--- src/rtl/reg_file_bank_if.sv ---
// System-controller bus view of the register file bank: access requests,
// write data, and the registered read response.
interface reg_file_bank_if #(
   parameter int DATA_WIDTH   = 8,
   parameter int ADDRESS_BITS = 3
);
   logic                    R_REG_EN;
   logic                    W_REG_EN;
   logic [ADDRESS_BITS-1:0] REG_ADDRESS;
   logic [DATA_WIDTH-1:0]   W_REG_DATA;
   logic [DATA_WIDTH-1:0]   R_REG_DATA;
   logic                    R_DATA_VALID;

   modport master (
      output R_REG_EN, W_REG_EN, REG_ADDRESS, W_REG_DATA,
      input  R_REG_DATA, R_DATA_VALID
   );

   modport slave (
      input  R_REG_EN, W_REG_EN, REG_ADDRESS, W_REG_DATA,
      output R_REG_DATA, R_DATA_VALID
   );
endinterface

--- src/rtl/reg_file_bank.sv ---
// Single-port register file with synchronous write, registered read plus
// valid strobe, and words 0..3 exported continuously as configuration taps.
module reg_file_bank #(
   parameter int DATA_WIDTH   = 8,
   parameter int ADDRESS_BITS = 3
) (
   input  logic                  CLK,
   input  logic                  RST,
   reg_file_bank_if.slave        bus,
   output logic [DATA_WIDTH-1:0] REG0,
   output logic [DATA_WIDTH-1:0] REG1,
   output logic [DATA_WIDTH-1:0] REG2,
   output logic [DATA_WIDTH-1:0] REG3
);
   localparam int DEPTH = 1 << ADDRESS_BITS;

   typedef logic [DATA_WIDTH-1:0] word_t;

   word_t mem_q [DEPTH];
   word_t mem_d [DEPTH];
   word_t rd_data_q;
   word_t rd_data_d;
   logic  rd_vld_q;
   logic  rd_vld_d;

   // Power-on configuration: words 2 and 3 carry the neighbours' default setup.
   function automatic word_t rst_word(input int idx);
      case (idx)
         2:       return word_t'(8'h82);
         3:       return word_t'(8'h20);
         default: return '0;
      endcase
   endfunction

   always_comb begin
      mem_d     = mem_q;
      rd_data_d = rd_data_q;
      rd_vld_d  = 1'b0;
      // A write wins over a simultaneous read; the read is dropped entirely.
      if (bus.W_REG_EN) begin
         mem_d[bus.REG_ADDRESS] = bus.W_REG_DATA;
      end else if (bus.R_REG_EN) begin
         rd_data_d = mem_q[bus.REG_ADDRESS];
         rd_vld_d  = 1'b1;
      end
   end

   always_ff @(posedge CLK or negedge RST) begin
      if (!RST) begin
         for (int i = 0; i < DEPTH; i++) begin
            mem_q[i] <= rst_word(i);
         end
         rd_data_q <= '0;
         rd_vld_q  <= 1'b0;
      end else begin
         mem_q     <= mem_d;
         rd_data_q <= rd_data_d;
         rd_vld_q  <= rd_vld_d;
      end
   end

   assign bus.R_REG_DATA   = rd_data_q;
   assign bus.R_DATA_VALID = rd_vld_q;

   assign REG0 = mem_q[0];
   assign REG1 = mem_q[1];
   assign REG2 = mem_q[2];
   assign REG3 = mem_q[3];
endmodule

--- src/flat_wrapper.sv ---
// flat-port wrapper written by rule: the top's interface ports become plain ports
module reg_file_bank_flat 
#(
   parameter int DATA_WIDTH   = 8,
   parameter int ADDRESS_BITS = 3
)
  (CLK, RST, REG0, REG1, REG2, REG3, bus_R_REG_EN, bus_W_REG_EN, bus_REG_ADDRESS, bus_W_REG_DATA, bus_R_REG_DATA, bus_R_DATA_VALID);
  reg_file_bank_if #(.DATA_WIDTH(DATA_WIDTH), .ADDRESS_BITS(ADDRESS_BITS)) bus_i ();
  input  logic CLK;
  input  logic RST;
  output logic [DATA_WIDTH-1:0] REG0;
  output logic [DATA_WIDTH-1:0] REG1;
  output logic [DATA_WIDTH-1:0] REG2;
  output logic [DATA_WIDTH-1:0] REG3;
  input wire logic [$bits(bus_i.R_REG_EN)-1:0] bus_R_REG_EN;
  input wire logic [$bits(bus_i.W_REG_EN)-1:0] bus_W_REG_EN;
  input wire logic [$bits(bus_i.REG_ADDRESS)-1:0] bus_REG_ADDRESS;
  input wire logic [$bits(bus_i.W_REG_DATA)-1:0] bus_W_REG_DATA;
  output wire logic [$bits(bus_i.R_REG_DATA)-1:0] bus_R_REG_DATA;
  output wire logic [$bits(bus_i.R_DATA_VALID)-1:0] bus_R_DATA_VALID;
  assign bus_i.R_REG_EN = bus_R_REG_EN;
  assign bus_i.W_REG_EN = bus_W_REG_EN;
  assign bus_i.REG_ADDRESS = bus_REG_ADDRESS;
  assign bus_i.W_REG_DATA = bus_W_REG_DATA;
  assign bus_R_REG_DATA = bus_i.R_REG_DATA;
  assign bus_R_DATA_VALID = bus_i.R_DATA_VALID;
  reg_file_bank #(.DATA_WIDTH(DATA_WIDTH), .ADDRESS_BITS(ADDRESS_BITS)) u_core (.CLK(CLK), .RST(RST), .bus(bus_i), .REG0(REG0), .REG1(REG1), .REG2(REG2), .REG3(REG3));
endmodule
--- config.mk ---
export PLATFORM = sky130hd
export DESIGN_NAME = reg_file_bank_flat
export DESIGN_NICKNAME = d
export VERILOG_FILES = /design/src/rtl/reg_file_bank_if.sv /design/src/rtl/reg_file_bank.sv /design/src/flat_wrapper.sv
export SDC_FILE = /design/constraint.sdc
export NUM_CORES = 1
export LEC_CHECK = 0
export CORE_ASPECT_RATIO = 1.4
export CORE_UTILIZATION = 29
export DETAILED_ROUTE_END_ITERATION = 12
export GPL_TIMING_DRIVEN = 0
export PLACE_DENSITY = 0.56
export REMOVE_ABC_BUFFERS = 1
export SLEW_MARGIN = 5
export SYNTH_ARGS = -nofsm -noshare
export SYNTH_HDL_FRONTEND = slang
export SYNTH_SLANG_ARGS = --single-unit
--- constraint.sdc ---
create_clock -name CLK -period 1.45 [get_ports CLK]
set_input_delay 0.3625 -clock CLK [delete_from_list [all_inputs] [get_ports CLK]]
set_output_delay 0.3625 -clock CLK [all_outputs]
set_load 0.02 [all_outputs]
==> qor.yml <==
outcome:
  status: "finished, final reports clean"
clocking:
  cts_sinks: 73
  clockRootBuffer: "clkbuf_16"
  path_clk_slew_ns: 0.05
  htreeDepth: 3
  worstSkewPairLatency_ns: 0.33
  tritoncts: "yes"
  clockBufferDepth: 2
  cts_buffers: 9
min_path:
  min_path_cells: 2
  min_to: "u_core.bus.R_REG_DATA[0]"
  hp-class: "register to register"
  hp-start: "u_core.bus.R_REG_DATA[0]"
timing:
  max-slew-margin-rel_pct: 68.0
  fin_ws_ns: 0.0371
  whs_ns: 0.476
  setup_tns_ns: 0
  final_hold_viol_count: 0
  rsz0062_at_grt: "no"
  finClkSkew_ns: 0.00217
  finalCriticalPeriod_ns: 1.41
  tightest_slew_ns: 0.480
  report.final.slew_viol_count: 0
  fmax_mhz: 708
  post-route-period-util_pct: 97.4
  setup_violations: 0
synth:
  synth_area_leader_cell: "dfrtp_1"
  synth-seq-area-share_pct: 50.9
  synth-edff-count: 0
  synth_top_area_share_pct: 48.7
  ys_top_cells_by_count: "70 x dfrtp_1, 64 x mux2_2, 33 x buf_4, 32 x mux2i_1, 9 x nand2_1"
  synth_cell_types: 19
  synth_seq_cells: 73
  synth_ff_type: "dfrtp_1"
  synthTopCellsByArea: "dfrtp_1 49%, mux2_2 20%, mux2i_1 8.9%"
  syn_avg_cell_area_um2: 14.6
  async_reset_ff_share_pct: 100
  syn-cell-area_mm2: 0.00360
  yosysMostFrequentCell: "dfrtp_1"
  yosysWarnings: 0
  netlist_instances: 247
die:
  die_area_mm2: 0.0129
  fp.dieW_um: 96.1
  core_mm2: 0.0119
  rows: 47
  start_util_pct: 30.1
  io_pins: 56
  die-height_um: 134
critical_path:
  r2r_start: "u_core.REG3[5]"
  critPathKind: "register to output pin"
  cp-start-kind: "register"
  critPathArrivalTime_ns: 1.05
  r2r-end: "u_core.bus.R_REG_DATA[5]"
  critPathMaxStageDelay_ns: 0.39
  crit_chain: "dlygate4sd2_1"
  cp_max_fo: 3
  crit_buf_inv: 1
  cp-end-kind: "output pin"
  cp_slowest_cell: "dfrtp_1"
  crit_required_ns: 1.09
  cp_top_family: "flip-flops"
  r2r_slack_ns: 0.19
  worstRegToRegCells: 3
route:
  drt_pass1_iterations: 6
  antenna_left: 0
  wl_per_cell_um: 17.4
  vias_per_cell: 4.62
  drcViolationCount: 0
  routed_wl_mm: 7.57
  drt_iter0_drc: 55
  vias: 2015
finish:
  area_growth_pct: 21.2
  finalInstanceArea_mm2: 0.00436
  n_antenna_cell: 0
  final_nets: 300
  n_fill_cell: 1164
  drive_gt1_share_pct: 40.5
  stdcell_count: 436
global_route:
  grt_max_degree: 40
  grt_pass1_vias: 2175
  track_usage_pct: 12.9
  grt_pass1_wl_mm: 12.0
  antenna_found_initial: 0
  overflow: 0
placed_design:
  dp_slack_ns: -1.52
  io_buffers: 55
  gp_congestion: 0.664
  dp_hpwl_mm: 4.97
  dp.cells: 409
  dpl_cell_area_mm2: 0.00404
power_and_ir_drop:
  total_leakage_power_nw: 1.99
  p_per_area_mw_per_mm2: 1450
  max-vdd-ir-drop_uv: 539
job:
  drv_cap: 0
==> worst max path at each step <==
stage	to	cells after the start	startpoint
finish	REG1[4]	1	u_core.REG1[4]
global route	REG2[4]	1	u_core.REG2[4]
CTS	REG3[2]	1	u_core.REG3[2]
detailed placement	u_core.REG1[4]	4	bus_REG_ADDRESS[1]
global placement	u_core.REG3[4]	3	bus_REG_ADDRESS[0]
floorplan	u_core.REG1[0]	3	bus_REG_ADDRESS[1]
==> layout by cell type, fill, tap and decap left out, types with 2 or more instances in the layout <==
cell             synthesis  layout
dlygate4sd2_1            0      34
clkdlybuf4s15_1          0       3
dfrtp_1                 70      70
nand2_1                  9       9
clkbuf_1                 1       5
mux2_2                  64      64
o21ai_1                  8       8
clkdlybuf4s50_1          0       9
nor3_4                   2       2
clkbuf_16                0       9
mux4_2                   8       8
mux2i_1                 32      32
buf_2                    3       3
nand4b_4                 0       2
nor3b_4                  2       2
dfstp_2                  3       3
buf_4                   33      13
==> kinds of logic after synthesis <==
kind of cell	Yosys count	share of synthesized area, %
compound gates	8	1.11
flops	73	50.9
mux	104	33.9
simple gates	19	4.90
buf+inv	43	9.18
==> power breakdown <==
| part | switching, mW | leakage, nW | internal [mW] |
|---|---|---|---|
| combinational | 0.785 | 0.993 | 0.809 |
| clock | 0.753 | 0.124 | 1.20 |
| sequential | 0.259 | 0.878 | 2.51 |
==> per-layer routing <==
layer  share of wire [%]  GRT usage [%]
met5                   0              0
met3                 4.2           3.23
met2                  51           21.1
met4                 1.8           4.98
met1                  43           16.3
==> stage by stage <==
stage               utilization, %  total power, mW
finish                        36.5             6.31
CTS                           36.5             6.42
global placement              33.6             4.57
detailed placement            33.8             4.61
floorplan                        -             3.74
global route                  36.5             6.64
==> registers in the layout (all words and copies together) (netlist names) <==
signal,flops
u_core.REG1,8
u_core.REG0,8
u_core.mem_q,32
u_core.bus.R_REG_DATA,8
u_core.bus.R_DATA_VALID,1
u_core.REG2,8
u_core.REG3,8
==> tightest hold or removal path, stage by stage, from the launching register on <==
cell and delay (ns):
dfrtp_1 0.33, nand2_1 0.05, o21ai_1 0.06
==> area by class of cell <==
class | instances | area, um^2 | area share, %
clock buffers | 15 | 258 | 5.91
inverters | 1 | 3.75 | 0.0861
multi-input cells | 131 | 1460 | 33.5
flip-flops and latches | 73 | 1830 | 42.0
well taps | 147 | 184 | 4.22
repair buffers | 69 | 622 | 14.3
==> what timing repair did <==
item	4_1_cts	5_1_grt
buffers inserted	11	0
pin swaps	4	0
hold endpoints to repair	1	0
hold buffers	1	0
endpoints found under the setup margin	114	35
gates resized for setup	70	8
Note: power is estimated with default switching activity, not from simulation.
